==> src/rtl/jt10_adpcma_pkg.sv <==
// Shared definitions for the ADPCM-A control front end: register map,
// channel count and the small types used across the block.
package jt10_adpcma_pkg;

  localparam int NCH = 6;
  localparam int AW  = 12;

  typedef logic [2:0]    slot_t;
  typedef logic [AW-1:0] addr_t;

  localparam logic [7:0] KEY = 8'h00;
  localparam logic [7:0] STL = 8'h10;
  localparam logic [7:0] STH = 8'h18;
  localparam logic [7:0] ENL = 8'h20;
  localparam logic [7:0] ENH = 8'h28;

  typedef enum logic [2:0] {
    REG_NONE,
    REG_KEY,
    REG_STL,
    REG_STH,
    REG_ENL,
    REG_ENH
  } reg_sel_e;

  // Per-channel registers occupy the low three address bits; only 0..5 exist.
  function automatic reg_sel_e decode(input logic [7:0] a);
    reg_sel_e r;
    r = REG_NONE;
    if (a == KEY) begin
      r = REG_KEY;
    end else if (a[2:0] < 3'(NCH)) begin
      case ({a[7:3], 3'b000})
        STL:     r = REG_STL;
        STH:     r = REG_STH;
        ENL:     r = REG_ENL;
        ENH:     r = REG_ENH;
        default: r = REG_NONE;
      endcase
    end
    return r;
  endfunction

endpackage

==> src/rtl/jt10_adpcma_regs_if.sv <==
// CPU write port of the ADPCM-A register bank.
interface jt10_adpcma_regs_if;
  logic       wr;
  logic [7:0] wr_addr;
  logic [7:0] wr_din;

  modport master (output wr, wr_addr, wr_din);
  modport slave  (input  wr, wr_addr, wr_din);
endinterface

==> src/rtl/jt10_adpcma_slot.sv <==
// Six-slot sequencer with a three-round counter; div3 marks the first round
// of every three and is held in a flop so downstream sees a clean strobe.
module jt10_adpcma_slot
  import jt10_adpcma_pkg::*;
(
  input  logic  rst_n,
  input  logic  clk,
  input  logic  cen,
  output slot_t slot,
  output logic  div3
);

  slot_t      r_slot;
  logic [1:0] r_round;
  logic       r_div3;
  logic [1:0] w_round_nxt;

  assign w_round_nxt = (r_round == 2'd2) ? 2'd0 : r_round + 2'd1;

  // NOTE: state flops use non-blocking assignments so every flop samples
  // pre-edge values, independent of statement order.
  always_ff @(posedge clk or negedge rst_n) begin
    if (!rst_n) begin
      r_slot  <= '0;
      r_round <= '0;
      r_div3  <= 1'b1;
    end else if (cen) begin
      if (r_slot == slot_t'(NCH - 1)) begin
        r_slot  <= '0;
        r_round <= w_round_nxt;
        r_div3  <= (w_round_nxt == 2'd0);
      end else begin
        r_slot <= r_slot + slot_t'(1);
      end
    end
  end

  assign slot = r_slot;
  assign div3 = r_div3;

endmodule

==> src/rtl/jt10_adpcma_regs.sv <==
// ADPCM-A register bank: captures CPU writes and replays each channel's
// pending update into the address counter during that channel's slot.
module jt10_adpcma_regs
  import jt10_adpcma_pkg::*;
(
  input  logic  rst_n,
  input  logic  clk,
  input  logic  cen,
  jt10_adpcma_regs_if.slave bus,
  output slot_t slot,
  output logic  div3,
  output addr_t addr_in,
  output logic  up_start,
  output logic  up_end,
  output logic  aon,
  output logic  aoff
);

  logic [NCH-1:0] r_on, r_off, r_st, r_en;
  addr_t          r_start [NCH];
  addr_t          r_end   [NCH];

  reg_sel_e       w_sel;
  slot_t          w_ch;
  logic [NCH-1:0] w_ch_oh, w_slot_oh;
  logic [NCH-1:0] w_key_on, w_key_off, w_st_set, w_en_set;
  logic [NCH-1:0] w_clr_st, w_clr_en;

  jt10_adpcma_slot u_slot (
    .rst_n (rst_n),
    .clk   (clk),
    .cen   (cen),
    .slot  (slot),
    .div3  (div3)
  );

  assign w_sel     = decode(bus.wr_addr);
  assign w_ch      = bus.wr_addr[2:0];
  assign w_ch_oh   = NCH'(1) << w_ch;
  assign w_slot_oh = cen ? (NCH'(1) << slot) : '0;

  // A slot visit consumes the start update first; the end waits a round.
  assign w_clr_st  = r_st[slot] ? w_slot_oh : '0;
  assign w_clr_en  = r_st[slot] ? '0 : w_slot_oh;

  // NOTE: every always_comb output gets a default first so no path leaves
  // it unassigned and no latch is inferred.
  always_comb begin
    w_key_on  = '0;
    w_key_off = '0;
    w_st_set  = '0;
    w_en_set  = '0;
    if (bus.wr) begin
      case (w_sel)
        REG_KEY: begin
          if (bus.wr_din[7]) w_key_off = bus.wr_din[NCH-1:0];
          else               w_key_on  = bus.wr_din[NCH-1:0];
        end
        REG_STL, REG_STH: w_st_set = w_ch_oh;
        REG_ENL, REG_ENH: w_en_set = w_ch_oh;
        default: ;
      endcase
    end
  end

  // Clears are applied before sets, so a write landing on the consuming
  // cycle keeps its flag pending for the next visit.
  always_ff @(posedge clk or negedge rst_n) begin
    if (!rst_n) begin
      r_on  <= '0;
      r_off <= '0;
      r_st  <= '0;
      r_en  <= '0;
    end else begin
      r_on  <= (r_on  & ~w_slot_oh & ~w_key_off) | w_key_on;
      r_off <= (r_off & ~w_slot_oh & ~w_key_on)  | w_key_off;
      r_st  <= (r_st  & ~w_clr_st) | w_st_set;
      r_en  <= (r_en  & ~w_clr_en) | w_en_set;
    end
  end

  // NOTE: the address shadows are small and must read as zero after reset,
  // so they sit on the async reset rather than in an uninitialised RAM.
  always_ff @(posedge clk or negedge rst_n) begin
    if (!rst_n) begin
      for (int i = 0; i < NCH; i++) begin
        r_start[i] <= '0;
        r_end[i]   <= '0;
      end
    end else if (bus.wr) begin
      for (int i = 0; i < NCH; i++) begin
        if (w_ch == slot_t'(i)) begin
          case (w_sel)
            REG_STL: r_start[i][7:0]  <= bus.wr_din;
            REG_STH: r_start[i][11:8] <= bus.wr_din[3:0];
            REG_ENL: r_end[i][7:0]    <= bus.wr_din;
            REG_ENH: r_end[i][11:8]   <= bus.wr_din[3:0];
            default: ;
          endcase
        end
      end
    end
  end

  assign aon      = r_on[slot];
  assign aoff     = r_off[slot];
  assign up_start = r_st[slot];
  assign up_end   = r_en[slot] && !r_st[slot];

  always_comb begin
    addr_in = '0;
    if (r_st[slot])      addr_in = r_start[slot];
    else if (r_en[slot]) addr_in = r_end[slot];
  end

endmodule
==> src/flat_wrapper.sv <==
// flat-port wrapper written by rule: the top's interface ports become plain ports
module jt10_adpcma_regs_flat import jt10_adpcma_pkg::*;
  (rst_n, clk, cen, slot, div3, addr_in, up_start, up_end, aon, aoff, bus_wr, bus_wr_addr, bus_wr_din);
  jt10_adpcma_regs_if bus_i ();
  input  logic rst_n;
  input  logic clk;
  input  logic cen;
  output slot_t slot;
  output logic div3;
  output addr_t addr_in;
  output logic up_start;
  output logic up_end;
  output logic aon;
  output logic aoff;
  input wire logic [$bits(bus_i.wr)-1:0] bus_wr;
  input wire logic [$bits(bus_i.wr_addr)-1:0] bus_wr_addr;
  input wire logic [$bits(bus_i.wr_din)-1:0] bus_wr_din;
  assign bus_i.wr = bus_wr;
  assign bus_i.wr_addr = bus_wr_addr;
  assign bus_i.wr_din = bus_wr_din;
  jt10_adpcma_regs u_core (.rst_n(rst_n), .clk(clk), .cen(cen), .bus(bus_i), .slot(slot), .div3(div3), .addr_in(addr_in), .up_start(up_start), .up_end(up_end), .aon(aon), .aoff(aoff));
endmodule
==> config.mk <==
export PLATFORM = sky130hd
export DESIGN_NAME = jt10_adpcma_regs_flat
export DESIGN_NICKNAME = d
export VERILOG_FILES = /design/src/rtl/jt10_adpcma_pkg.sv /design/src/rtl/jt10_adpcma_regs_if.sv /design/src/rtl/jt10_adpcma_slot.sv /design/src/rtl/jt10_adpcma_regs.sv /design/src/flat_wrapper.sv
export SDC_FILE = /design/constraint.sdc
export NUM_CORES = 1
export LEC_CHECK = 0
export CORE_UTILIZATION = 55
export CTS_BUF_LIST = sky130_fd_sc_hd__clkbuf_4 sky130_fd_sc_hd__clkbuf_8
export DETAILED_ROUTE_END_ITERATION = 10
export GPL_TIMING_DRIVEN = 0
export PLACE_DENSITY = 0.8
export REMOVE_ABC_BUFFERS = 1
export SLEW_MARGIN = 10
export SYNTH_ARGS = -nofsm -noshare
export SYNTH_HDL_FRONTEND = slang
export SYNTH_SLANG_ARGS = --single-unit
==> constraint.sdc <==
create_clock -name clk -period 2.2 [get_ports clk]
set_input_delay 0.33 -clock clk [delete_from_list [all_inputs] [get_ports clk]]
set_output_delay 0.33 -clock clk [all_outputs]
set_load 0.005 [all_outputs]
Word-level counts from Yosys, hierarchy flattened
Cells that the tools add are included. W data, S select, Z words.

Register bits: 174. Bits of input ports: 20.

Add/subtract/negate cells: 2. Order comparisons: 3. Eq/ne operators: 16. Shift operators: 2. Multiplexer cells: 34. Bitwise gates (word level): 16. Reductions and logical operators: 32.

Operators with widths (count): $mux W6 (13); $bmux W12 S3 (2); $mux W12 (6); $reduce_and A3 Y1 (24); $and A6 B6 Y6 (6); $not A6 Y6 (5); $or A6 B6 Y6 (4); $eq A3 B3 Y1 const B (5); $bmux W1 S3 (4); $eq A3 B2 Y1 const B (4); $pmux W3 S4 (1); $shl A1 B3 Y6 const A (2); $eq A5 B2 Y1 const B (2); $eq A5 B3 Y1 const B (2); $mux W3 (3); $logic_not A8 Y1 (1); $eq A3 B1 Y1 const B (2); $ge A4 B4 Y1 const B (1); $lt A3 B4 Y1 const B (1); $mux W1 (4); $not A3 Y4 (1); $reduce_or A2 Y1 (2); $add A3 B1 Y3 const B (1); $logic_not A3 Y1 (1); other kinds (8) (8).

Longest topological paths before layout
Word-level depth: 10. Mapped depth: 8. Gate-level depth less buffers: 5.

Hierarchy
Synthesis repeated with hierarchy kept, for this count alone.

Cells, all modules: 618. Area total of the unflattened synthesis: 8506.9 µm².

Modules (own cells, without submodules): jt10_adpcma_regs (instances 1, cells an instance 600, area each 8242.9 µm², sequential area each 4204.0 µm²); jt10_adpcma_slot (instances 1, cells an instance 18, area each 264.0 µm², sequential area each 151.4 µm²).

Worst setup path before layout
No wires, ideal clock.

Path type: reg2out. Start: register u_core.u_slot.r_slot[1], in the netlist u_core.u_slot.slot[1]. End: output port addr_in[10]. Arrival time: 1.721 ns. Required time: 1.870 ns. Slack: 0.149 ns. Stages on the path, launching flop included: 7. Path buffers: 2. Cell sequence: dfrtp_1 buf_2 mux2i_1 o32ai_1 nor2_1 buf_2 o22ai_1.

Longest elaborated chain between the ends: 6. Elaborated cells between the ends (all ways): 13.

RTL lines: start: declaration (line jt10_adpcma_slot.sv:13) `slot_t r_slot;`; start signal: assignment (line jt10_adpcma_slot.sv:33) `r_slot <= r_slot + slot_t'(1);`; $not A3 Y4 (implied by the code) (line jt10_adpcma_regs.sv:112, jt10_adpcma_regs.sv:113); $bmux W12 S3 (line jt10_adpcma_regs.sv:113) `else if (r_en[slot]) addr_in = r_end[slot];`; $mux W12 (implied by the code) (2 in a row) (line jt10_adpcma_regs.sv:113); $mux W12 (line jt10_adpcma_regs.sv:113); $mux W12 (*) (line jt10_adpcma_regs.sv:112) `if (r_st[slot]) addr_in = r_start[slot];`; end: declaration (line flat_wrapper.sv:10) `output addr_t addr_in;`.

Mark *: on every way between the ends. The rest lies on a longest branch, timed or not. The select of a mux whose other input is x is not followed.

Worst setup path after layout
Start: register u_core.u_slot.r_slot[1], in the netlist u_core.u_slot.slot[1]. End: output port addr_in[11].

The elaborated chain is that of the path after synthesis.

==> reports/metrics.csv <==
stage;metric;value;unit
run_status;status;complete, but fails checks;
run_status;failing checks;setup timing;
critical_path;crit path capture;addr_in[11];
floorplan;Die Span Y;125;um
sta;Finish-stage setup viols;23;
route;vias;5877;
sta;final worst path period need;2.71;ns
critical_path;Register-to-Register Path Depth;9;
critical_path;Crit-path slowest cell;dfrtp_2;
place;Placer Congestion;0.864;
place;I/O Buffers;39;
synth;sequential area share after synthesis;52.3;%
synth;cell area after synthesis;8320;um^2
finish;Finished Core Util;69.4;%
critical_path;crit path launch type;flip-flop;
global_routing;initial antenna violation count;0;
critical_path;Worst path depth;9;
floorplan;die span in x;125;um
clock_tree;root buf cell;clkbuf_8;
floorplan;# IOs;40;
place;placed cell count;807;
critical_path;worst path required time;1.87;ns
synth;EDFF count, synth;0;
floorplan;Core ar.;14600;um^2
route;DRC Markers;0;
sta;Slew @ Worst Pin;1.15;ns
route;DRT Pass-1 Iters;5;
clock_tree;Worst-Skew Late Latency;0.47;ns
clock_tree;H-tree depth;4;
power_and_ir_drop;cell area power density;938;nW/um^2
sta;unrepaired setup endpoints after global routing;yes;
synth;yosys warns;0;
job;Max-Cap Viols;0;
finish;most common cell after layout, fill and taps aside;dfrtp_1;
sta;max-slew violations;0;
route;Vias/cell;6.53;
critical_path;Worst EP arrival;2.38;ns
finish;fin cells;900;
critical_path;reg2reg setup slack;0.09;ns
sta;clock skew;0.00907;ns
synth;Yosys reg bits;174;
route;per-cell routed wire length;24.6;um
critical_path;Setup crit start;u_core.u_slot.slot[1]$_DFFE_PN0P_;
finish;Diodes inserted;0;
sta;worst setup margin;-0.514;ns
finish;synthesis-to-finish area growth;22.1;%
critical_path;CP Capture Type;output pin;
synth;average size of a mapped cell;13.3;um^2
min_path;Tightest Hold Check Type;input pin to asynchronous set/reset pin;
clock_tree;clock tree buffer depth;2;
critical_path;r2r endpoint;u_core.r_en[4]$_DFF_PN0_;
floorplan;Rows;44;
sta;Worst slew margin;22.9;%
synth;synth unique cells;49;
critical_path;critical path class;flip-flop to output pin;
finish;Fillers;912;
route;initial drt markers;534;
critical_path;most frequent CP cell;buf_6;
clock_tree;CTS sink count;174;
floorplan;Starting Density;56.8;%
sta;worst hold slack;0.435;ns
power_and_ir_drop;Max IR drop VDD;0.481;mV
synth;Syn Inst Count;626;
critical_path;reg2reg start;u_core.u_slot.slot[0]$_DFFE_PN0P_;
global_routing;GRT Util Overall;29.4;%
critical_path;Worst path max stage delay;0.44;ns
clock_tree;CTS tree;built;
sta;post-route setup TNS;-6.47;ns
floorplan;die area;15600;um^2
global_routing;largest net degree at the start of global routing;97;
power_and_ir_drop;Leak Pwr;4.70;nW
synth;Top FF cell, synth;dfrtp_1;
critical_path;Critical Path, Cell by Cell;buf_12, buf_6, mux2i_2, nor3_2, o211ai_1, buf_4, buf_6, o22ai_2, buf_2;
global_routing;grt ovf;0;
critical_path;CP Max Fanout;7;
critical_path;CP bufs+invs;5;
finish;most frequent cells in the layout;dfrtp_1, mux2_2, buf_4;
sta;fmax;368;MHz
global_routing;first-pass GRT wire length;34.6;mm
finish;Final nets;724;
route;Routed Antenna Nets;0;
place;HPWL after DPL;11.8;mm
route;final WL;22.2;mm
clock_tree;total CTS buffers;17;
critical_path;Crit path max-delay family;buffers and inverters;
global_routing;number of global-route vias before repair;6356;
finish;ratio of cells with drive above 1 in the final layout;48.5;%
synth;ys async rst share;100;%
clock_tree;clock transition at the registers of the reported paths;0.09;ns
sta;Final Hold Fails;0;
sta;fin crit share;123;%
[report_power, final]
| part | internal, mW | switching (mW) |
|---|---|---|
| Combinational | 1.80 | 1.80 |
| Clock | 1.15 | 1.15 |
| Sequential | 3.42 | 0.224 |
[final cells by class]
| type | count | area [um^2] | share of cell area [%] |
|---|---|---|---|
| sequential | 174 | 4360 | 42.9 |
| multi-input combinational | 400 | 4040 | 39.7 |
| timing repair buffer | 102 | 1090 | 10.8 |
| clock buffer | 19 | 255 | 2.51 |
| tap | 184 | 230 | 2.27 |
| clock inverter | 13 | 146 | 1.44 |
| inverter | 8 | 35.0 | 0.345 |
[through the flow]
step | total power, mW | area (um^2) | setup WS (ns)
5_1_grt | 9.84 | 10200 | -0.558
4_1_cts | 9.10 | 9870 | -0.508
6_report | 9.53 | 10200 | -0.514
2_1_floorplan | 4.88 | 8100 | -1.63
3_3_place_gp | 5.50 | 8720 | -5.69
3_5_place_dp | 5.66 | 8810 | -1.58
[what timing repair did]
item / 4_1_cts / 5_1_grt
setup endpoints to repair: 89 / 102
cloned: 5 / 1
resized for setup: 114 / 42
hold endpoints to repair: 78 / 0
pin swaps: 15 / 15
hold buffers: 1 / 0
buffers inserted: 41 / 14
[logic make-up after synthesis]
| logic type | Yosys count | synth area share (%) |
|---|---|---|
| xor gates and xnor gates | 2 | 0.211 |
| DFF | 174 | 52.3 |
| adders and majority gates | 1 | 0.150 |
| AOI/OAI and AO/OA | 79 | 6.38 |
| buffers and inverters | 53 | 2.98 |
| muxes | 203 | 30.5 |
| and+or+nand+nor | 114 | 7.44 |
[cell usage after synthesis (8+ instances only)]
library cell	instances	share of area, %
mux2_2	145	20
mux4_2	26	7.0
nor2_1	34	1.5
buf_2	14	0.84
nand2_1	29	1.3
dfrtp_1	173	52
mux2i_1	32	3.8
clkbuf_1	24	1.1
a21oi_1	27	1.6
a32o_1	12	1.4
nand3_1	8	0.48
o22ai_1	16	1.2
[routing by layer]
metal  GRT usage [%]  up-vias  part of all wire (%)
met4            16.5        0                   3.5
met5               0        -                     0
li1                -     2461                     -
met2            49.0      271                    51
met1            36.3     3076                    39
met3            5.56       69                   6.1
[state kept, by name (all words and copies together), names as in the netlist]
signal / count
u_core.r_end: 72
u_core.r_start: 72
u_core.r_en: 6
u_core.r_off: 6
u_core.r_on: 6
u_core.r_st: 6
u_core.u_slot.slot: 3
u_core.u_slot.r_round: 2
u_core.u_slot.div3: 1
[how the worst min path moves through the flow]
stage | endpoint | slack [ns]
finish | u_core.r_start[47]$_DFFE_PN0P_ | 0.43
global route | u_core.r_start[47]$_DFFE_PN0P_ | 0.50
CTS | u_core.r_start[47]$_DFFE_PN0P_ | 0.44
detailed placement | u_core.r_start[47]$_DFFE_PN0P_ | 0.34
global placement | u_core.r_st[5]$_DFF_PN0_ | 0.47
floorplan | u_core.r_en[0]$_DFF_PN0_ | 0.03
[worst reg2reg max path: stages (launching register included)]
cell and delay (ns):
dfrtp_4 0.48, buf_16 0.16, mux2i_4 0.25, buf_4 0.13
buf_6 0.09, o32ai_4 0.08, buf_4 0.15, buf_4 0.15
o31ai_1 0.32, o21ai_0 0.17
No activity file was read; power rests on OpenSTA's default activity.
